<file path="src/rtl/leddc_serial_tx_if.sv">
// leddc_serial_tx_if: valid/ready word stream feeding the serial transmitter.
// The host side drives word_in/word_valid; the transmitter answers word_ready.
interface leddc_serial_tx_if;
  logic [15:0] word_in;
  logic        word_valid;
  logic        word_ready;

  modport master (
    output word_in,
    output word_valid,
    input  word_ready
  );

  modport slave (
    input  word_in,
    input  word_valid,
    output word_ready
  );
endinterface

</file>
<file path="src/rtl/leddc_serial_tx.sv">
// leddc_serial_tx: LSB-first DCK/DAI/DEN word serialiser for the LED driver.
// Optional sticky underrun output is built when TX_UNDERRUN_EN is defined.
module leddc_serial_tx #(
  parameter int WORDS_PER_FRAME = 256,
  parameter int GAP_CYCLES      = 0
) (
  input  logic             DCK,
  input  logic             rst,
  input  logic             frame_start,
  leddc_serial_tx_if.slave tx,
  output logic             DAI,
  output logic             DEN,
  output logic             busy,
  output logic             frame_done
`ifdef TX_UNDERRUN_EN
  ,
  output logic             underrun
`endif
);

  typedef enum logic [1:0] {
    IDLE,
    LOAD,
    SHIFT,
    GAP
  } state_t;

  localparam logic [15:0] LAST_WORD = 16'(WORDS_PER_FRAME - 1);
  localparam logic [15:0] LAST_GAP  = 16'(GAP_CYCLES - 1);
  localparam bit          HAS_GAP   = (GAP_CYCLES > 0);

  state_t      state;
  logic [15:0] shreg;
  logic [3:0]  bit_cnt;
  logic [15:0] word_cnt;
  logic [15:0] gap_cnt;

  logic last_bit;
  logic last_word;
  logic accept;

  // Word boundary: the cycle carrying bit 15 of the current word.
  assign last_bit  = (state == SHIFT) && (bit_cnt == 4'd15);
  assign last_word = (word_cnt == LAST_WORD);

  // Ready while waiting in LOAD, or at a gapless boundary that has more words.
  assign tx.word_ready = (state == LOAD) ||
                         (last_bit && !HAS_GAP && !last_word);
  assign accept        = tx.word_ready && tx.word_valid;
  assign busy          = (state != IDLE);

  // Frame sequencer, shift register and registered DAI/DEN/frame_done.
  always_ff @(posedge DCK or posedge rst) begin
    if (rst) begin
      state      <= IDLE;
      DAI        <= 1'b0;
      DEN        <= 1'b0;
      frame_done <= 1'b0;
      shreg      <= 16'd0;
      bit_cnt    <= 4'd0;
      word_cnt   <= 16'd0;
      gap_cnt    <= 16'd0;
    end else begin
      frame_done <= 1'b0;
      unique case (state)
        IDLE: begin
          DAI <= 1'b0;
          DEN <= 1'b0;
          if (frame_start) begin
            word_cnt <= 16'd0;
            state    <= LOAD;
          end
        end
        LOAD: begin
          if (accept) begin
            DAI     <= tx.word_in[0];
            DEN     <= 1'b1;
            shreg   <= tx.word_in >> 1;
            bit_cnt <= 4'd0;
            state   <= SHIFT;
          end else begin
            DAI <= 1'b0;
            DEN <= 1'b0;
          end
        end
        SHIFT: begin
          DAI     <= shreg[0];
          shreg   <= shreg >> 1;
          bit_cnt <= bit_cnt + 4'd1;
          if (bit_cnt == 4'd15) begin
            word_cnt <= word_cnt + 16'd1;
            if (last_word) begin
              DAI        <= 1'b0;
              DEN        <= 1'b0;
              frame_done <= 1'b1;
              state      <= IDLE;
            end else if (HAS_GAP) begin
              DAI     <= 1'b0;
              DEN     <= 1'b0;
              gap_cnt <= 16'd0;
              state   <= GAP;
            end else if (accept) begin
              DAI     <= tx.word_in[0];
              shreg   <= tx.word_in >> 1;
              bit_cnt <= 4'd0;
            end else begin
              DAI   <= 1'b0;
              DEN   <= 1'b0;
              state <= LOAD;
            end
          end
        end
        GAP: begin
          DAI <= 1'b0;
          DEN <= 1'b0;
          if (gap_cnt == LAST_GAP) begin
            state <= LOAD;
          end else begin
            gap_cnt <= gap_cnt + 16'd1;
          end
        end
      endcase
    end
  end

`ifdef TX_UNDERRUN_EN
  // Sticky mid-frame starvation flag; a new accepted frame clears it.
  always_ff @(posedge DCK or posedge rst) begin
    if (rst) begin
      underrun <= 1'b0;
    end else if ((state == IDLE) && frame_start) begin
      underrun <= 1'b0;
    end else if (tx.word_ready && !tx.word_valid &&
                 busy && (word_cnt != 16'd0)) begin
      underrun <= 1'b1;
    end
  end
`endif

endmodule
</file>
<file path="src/flat_wrapper.sv">
// flat-port wrapper written by rule: the top's interface ports become plain ports
module leddc_serial_tx_flat 
#(
  parameter int WORDS_PER_FRAME = 256,
  parameter int GAP_CYCLES      = 0
)
  (DCK, rst, frame_start, DAI, DEN, busy, frame_done, tx_word_in, tx_word_valid, tx_word_ready);
  leddc_serial_tx_if tx_i ();
  input  logic DCK;
  input  logic rst;
  input  logic frame_start;
  output logic DAI;
  output logic DEN;
  output logic busy;
  output logic frame_done;
  input wire logic [$bits(tx_i.word_in)-1:0] tx_word_in;
  input wire logic [$bits(tx_i.word_valid)-1:0] tx_word_valid;
  output wire logic [$bits(tx_i.word_ready)-1:0] tx_word_ready;
  assign tx_i.word_in = tx_word_in;
  assign tx_i.word_valid = tx_word_valid;
  assign tx_word_ready = tx_i.word_ready;
  leddc_serial_tx #(.WORDS_PER_FRAME(WORDS_PER_FRAME), .GAP_CYCLES(GAP_CYCLES)) u_core (.DCK(DCK), .rst(rst), .frame_start(frame_start), .tx(tx_i), .DAI(DAI), .DEN(DEN), .busy(busy), .frame_done(frame_done));
endmodule
</file>
<file path="config.mk">
export PLATFORM = sky130hd
export DESIGN_NAME = leddc_serial_tx_flat
export DESIGN_NICKNAME = d
export VERILOG_FILES = /design/src/rtl/leddc_serial_tx_if.sv /design/src/rtl/leddc_serial_tx.sv /design/src/flat_wrapper.sv
export SDC_FILE = /design/constraint.sdc
export NUM_CORES = 1
export LEC_CHECK = 0
export ABC_CLOCK_PERIOD_IN_PS = 1800
export BUFFER_PORTS_ARGS = -buffer_cell sky130_fd_sc_hd__buf_2
export CORE_ASPECT_RATIO = 1.4
export CORE_UTILIZATION = 41
export CTS_CLUSTER_SIZE = 8
export DETAILED_ROUTE_END_ITERATION = 8
export PLACE_DENSITY = 0.64
export SLEW_MARGIN = 15
export SYNTH_ARGS = -nofsm -noshare
export SYNTH_HDL_FRONTEND = slang
export SYNTH_SLANG_ARGS = --single-unit
</file>
<file path="constraint.sdc">
create_clock -name DCK -period 1.8 [get_ports DCK]
set_input_delay 0.18 -clock DCK [delete_from_list [all_inputs] [get_ports DCK]]
set_output_delay 0.18 -clock DCK [all_outputs]
set_load 0.05 [all_outputs]
</file>
== Word-level counts from Yosys, hierarchy flattened ==
Cells that the tools add are included.
Cells by class
  add/sub/neg operators: 3
  equal/unequal tests: 11
  mux-type cells: 32
  bitwise gates (word level): 1
  reduce and logical (&&, ||, !) cells: 15
Operators by type and width (count)
  $mux 16: 5
  $pmux 16 s2: 2
  $add 16x1->16 const B: 2
  $eq 16x16->1 const B: 1
  $eq 16x8->1 const B: 1
  $mux 4: 4
  $mux 15: 1
  $mux 2: 6
  $mux 1: 10
  $pmux 2 s4: 1
  $pmux 4 s2: 1
  $pmux 1 s3: 2
  $reduce_and 2->1: 3
  $reduce_bool 2->1: 3
  $reduce_and 5->1: 1
  $add 4x1->4 const B: 1
  $eq 2x2->1 const B: 2
  $eq 4x4->1 const B: 1
  $ne 2x1->1 const B: 2
  $ne 2x2->1 const B: 2
  $logic_and 1x1->1: 3
  $ne 3x2->1 const B: 1
  $reduce_and 3->1: 1
  $eq 2x1->1 const B: 1
  5 further kinds: 5
Storage, ports and cells
  flip-flop bits (word level): 57
  input bits: 20
  word-level logic and storage cells: 70

== Longest topological paths before layout ==
  word-level depth: 9
  gate-level depth with buffers: 7

== Worst setup path before layout ==
OpenSTA, ideal clock, no wires.
  path type: flip-flop to flip-flop
  from: reg u_core.bit_cnt[0]
  to: reg u_core.shreg[14]
  library setup time: 0.070 ns
  arrival: 2.101 ns
  required time: 1.730 ns
  slack: -0.371 ns
  stages on the path, launching flop included: 6
  path buffers: 0
  period minus slack after synthesis: 2.171 ns
  cell sequence: dfrtp_1 > ha_1 > nand3_1 > or2_1 > o21ai_1 > a32o_1
Between the ends
  word-level cells in the longest chain between the ends: 9
  elaborated cells on any way between the ends: 11
  classes of those cells: eq/ne (2); mux (4); reduce/logical (5)
RTL lines
  from (decl): RTL line leddc_serial_tx.sv:34  | logic [3:0] bit_cnt;
  from (signal assigned): RTL line leddc_serial_tx.sv:89  | bit_cnt <= bit_cnt + 4'd1;
  $eq 4x4->1 *: RTL line leddc_serial_tx.sv:43  | assign last_bit = (state == SHIFT) && (bit_cnt == 4'd15);
  $logic_and 1x1->1 *: RTL line leddc_serial_tx.sv:43
  $logic_and 1x1->1 *: RTL line leddc_serial_tx.sv:48  | (last_bit && !HAS_GAP && !last_word);
  $logic_or 1x1->1 *: RTL line leddc_serial_tx.sv:47  | assign tx.word_ready = (state == LOAD) ||
  named net tx_word_ready: RTL line flat_wrapper.sv:18  | output wire logic [$bits(tx_i.word_ready)-1:0] tx_word_ready;
  $logic_and 1x1->1 *: RTL line leddc_serial_tx.sv:49  | assign accept = tx.word_ready && tx.word_valid;
  $mux 15: RTL line leddc_serial_tx.sv:102  | end else if (accept) begin
  $mux 16: RTL line leddc_serial_tx.sv:92  | if (last_word) begin
  $mux 16: RTL line leddc_serial_tx.sv:90  | if (bit_cnt == 4'd15) begin
  $pmux 16 s2: RTL line leddc_serial_tx.sv:65  | unique case (state)
  to (signal assigned): RTL line leddc_serial_tx.sv:78  | shreg <= tx.word_in >> 1;
  to (signal assigned): RTL line leddc_serial_tx.sv:88  | shreg <= shreg >> 1;
  to (signal assigned): RTL line leddc_serial_tx.sv:104  | shreg <= tx.word_in >> 1;
  to (decl): RTL line leddc_serial_tx.sv:33  | logic [15:0] shreg;
Mark *: on every way through the listed nets, which the timed path passes. The rest lies on a longest branch.
A chain may end at the register's enable or synchronous reset.

== Worst setup path in the final report ==
  from: reg u_core.word_cnt[13]
  to: out tx_word_ready
Between the ends
  word-level cells in the longest chain between the ends: 4
RTL lines
  from (decl): RTL line leddc_serial_tx.sv:35  | logic [15:0] word_cnt;
  from (signal assigned): RTL line leddc_serial_tx.sv:91  | word_cnt <= word_cnt + 16'd1;
  $eq 16x8->1: RTL line leddc_serial_tx.sv:44  | assign last_word = (word_cnt == LAST_WORD);
  $logic_not 1->1: RTL line leddc_serial_tx.sv:48
  $logic_and 1x1->1: RTL line leddc_serial_tx.sv:48
  $logic_or 1x1->1: RTL line leddc_serial_tx.sv:47
  to (decl): RTL line flat_wrapper.sv:18
No other way between the ends.

==> results.cfg <==
[outcome]
status = finished, violations left
violations = DRC, setup timing

[logic_synthesis]
synth_nets = 278
synth.area.top_cells = dfrtp_1, o221a_1, xnor2_1, nand3_1, xor2_1
synth_commonest_cells = dfrtp_1, nand3_1, nor2_1, nand2_1, nand2b_1
yosysUniqueCellTypes = 43
yosysWarnings = 0
synth_top_area_cell = dfrtp_1
synth.ff_latch_count = 56
synth_area_um2 = 2706
synth-main-ff-cell = dfrtp_1
synth_top_area_share = 0.5178
ys_seq_area_frac = 0.5178
synth_area_per_cell_um2 = 10.61
async_flop_share = 1.000
synth-edff-count = 0
yosysMostFrequentCell = dfrtp_1
syn-instance-count = 255

[drt]
via_count = 2132
drc = 6
vias_per_cell = 5.481
wl_per_cell_um = 14.17
drt_iter0_drc = 118
wl_met3_um = 93
top_layer = met4
first_pass_iters = 6
drtAntennaViolNets = 0
wl_met1_um = 2469
wl_um = 5512
dr_wl_met2_um = 2875

[clock_network]
cts_made_buffers = 5
htree_levels = 2
clkSinkCount = 56
clk_pin_slew_ps = 90
root_buffer = clkbuf_8
clk_path_buf_depth = 2
tritoncts = done
clkLatencyLatePin_ps = 300

[timing]
holdWs_ps = 131.4
setup_viol = 18
min_period_ps = 2087
hold_viol_final = 0
maxSlewHeadroom = 0.5808
rsz0062_at_grt = yes
slew_viol_final = 0
tightest_slew_ps = 628.9
clock-skew-final_ps = 7.085
clock.fmax_ghz = 0.4790
setup_slack_ps = -287.5
fin_crit_sh = 1.160

[power]
peakVddDrop_mv = 0.6903
leakagePower_uw = 0.001491
p_sw_uw = 1567
internal-power_uw = 2698
clockPowerShare = 0.152
swShare = 0.3674
seqPwrFrac = 0.442
power_frac_comb = 0.406
p_per_area_nw_per_um2 = 1277

[setup_path]
setup.worst_path.end_class = output port
path_common_cell = buf_6
path_depth = 6
max_stage_delay_ps = 550
startpoint_type = register
r2r_end = u_core.shreg[11]
regToRegSetupSlack_ps = -220
cp_slowest_cell = or4b_4
crit_path_start = u_core.word_cnt[13]
cp.required_ps = 1620
arrival_ps = 1910
reg2reg_depth = 7
cp.buffers_inverters = 2
crit_fanout = 2
critPathTopFamily = simple AND/OR/NAND/NOR gates
crit_type = register to output port
crit_chain = or4b_4 -> nor3_4 -> and3_4 -> buf_6 -> o21ai_4 -> buf_6
r2r-start = u_core.word_cnt[13]
worstSetupEndpoint = tx_word_ready

[finish]
layout-drive-gt1-share = 0.2555
syn2layout_area_growth_pct = 23.39
fillers = 575
finalInstanceArea_um2 = 3339
diodes = 0
final_cells = 389
layout.nets = 340

[die]
dieArea_um2 = 6934
ioPinCount = 25
die_h_um = 98.13
core_area_um2 = 6296
rows = 34
die_x_um = 70.67
initial_core_util = 0.4298

[grt]
grt_pass1_wl_um = 9439
antenna_found_initial = 0
grt.overflow.total = 0
grt_max_degree = 48
grt_util_all_layers = 0.1691
first_global_vias = 2169

[placed_design]
port_buffers = 24
place_congestion = 0.7686
hpwl_um = 3835
place_area_um2 = 3132
dp.cells = 372

[min_path]
hold_class = primary input to register
whs_path_depth = 2

[run]
maxCapViolCount = 0
## how the worst min path moves through the flow
stage | to | slack, ps | from
floorplan | u_core.DAI | 350 | tx_word_in[0]
global placement | u_core.gap_cnt[12] | 110 | rst
detailed placement | u_core.gap_cnt[12] | 110 | rst
CTS | u_core.shreg[14] | 120 | tx_word_in[15]
global route | u_core.shreg[14] | 140 | tx_word_in[15]
finish | u_core.shreg[14] | 130 | tx_word_in[15]
## registers in the layout, indices dropped and copies added, names as in the netlist
signal and cells:
u_core.DEN 1, u_core.gap_cnt 16, u_core.DAI 1, u_core.state 2
u_core.bit_cnt 4, u_core.frame_done 1, u_core.word_cnt 16, u_core.shreg 15
## per-layer routing
| metal | up-vias | GRT usage |
|---|---|---|
| li1 | 1037 | - |
| met1 | 1067 | 0.2076 |
| met2 | 20 | 0.3069 |
| met3 | 8 | 0.02993 |
| met4 | 0 | 0.04000 |
| met5 | - | 0 |
## worst register-to-register path: stages, from the launching register on
cell and delay, ps:
dfrtp_1 400, or4b_4 550, nor3_4 140, and3_4 210, buf_4 110, o31ai_4 80
buf_12 160, o221a_1 250
## metrics by stage
step	power [uW]	TNS [ps]	util	worst slack, ps
floorplan	2998	-897.6	-	-103.8
global placement	3428	-479.8	0.4974	-59.39
detailed placement	3474	-648.9	0.4974	-90.85
CTS	4214	-3679	0.5191	-330.5
global route	4567	-4196	0.5304	-339.4
finish	4264	-3073	0.5304	-287.5
## kinds of logic after synthesis
kind of cell	count (synthesis)	synth area share
flip-flops	56	0.5178
multiplexers	3	0.01156
buffers and inverters	15	0.02543
AO/OA/AOI/OAI	41	0.1276
adder cells (fa/ha/maj)	3	0.01387
XOR/XNOR	25	0.08091
AND/OR/NAND/NOR	112	0.2228
## power by group through the flow
stage / sequential, uW / clock, uW / combinational, uW
floorplan: 1890 / 0 / 1110
global placement: 1890 / 0 / 1540
detailed placement: 1880 / 0 / 1590
CTS: 1870 / 677 / 1660
global route: 1930 / 708 / 1930
finish: 1880 / 650 / 1730
## cell usage in the layout (no fill, tap or decap), types with 3 or more instances in the layout
cell and count:
a21oi_1 6, nor2_1 21, nand4_1 11, xnor2_1 13, xor2_1 12, nand3_1 21
and4_1 5, clkbuf_8 5, nand2_1 20, buf_12 3, dfrtp_1 56, and3_1 4
buf_2 23, nand2b_1 16, buf_4 33, o221a_1 14, o21ai_1 7, inv_1 6
## timing repair
action,4_1_cts,5_1_grt
pin swaps,7,4
resized for setup,4,5
hold endpoints to repair,9,0
setup endpoints to repair,19,25
cloned,0,0
setup buffers,3,7
hold buffers,1,0
## layout make-up
| class | instances | area [um2] | share of cell area |
|---|---|---|---|
| inverters | 8 | 30.03 | 0.008992 |
| repair buffers | 62 | 455.4 | 0.1364 |
| well taps | 72 | 90.09 | 0.02698 |
| multi-input cells | 184 | 1285 | 0.3848 |
| clock buffers | 6 | 72.57 | 0.02173 |
| clock inverters | 1 | 5.005 | 0.001499 |
| flip-flops and latches | 56 | 1401 | 0.4196 |
(Power assumes the default switching activity.)
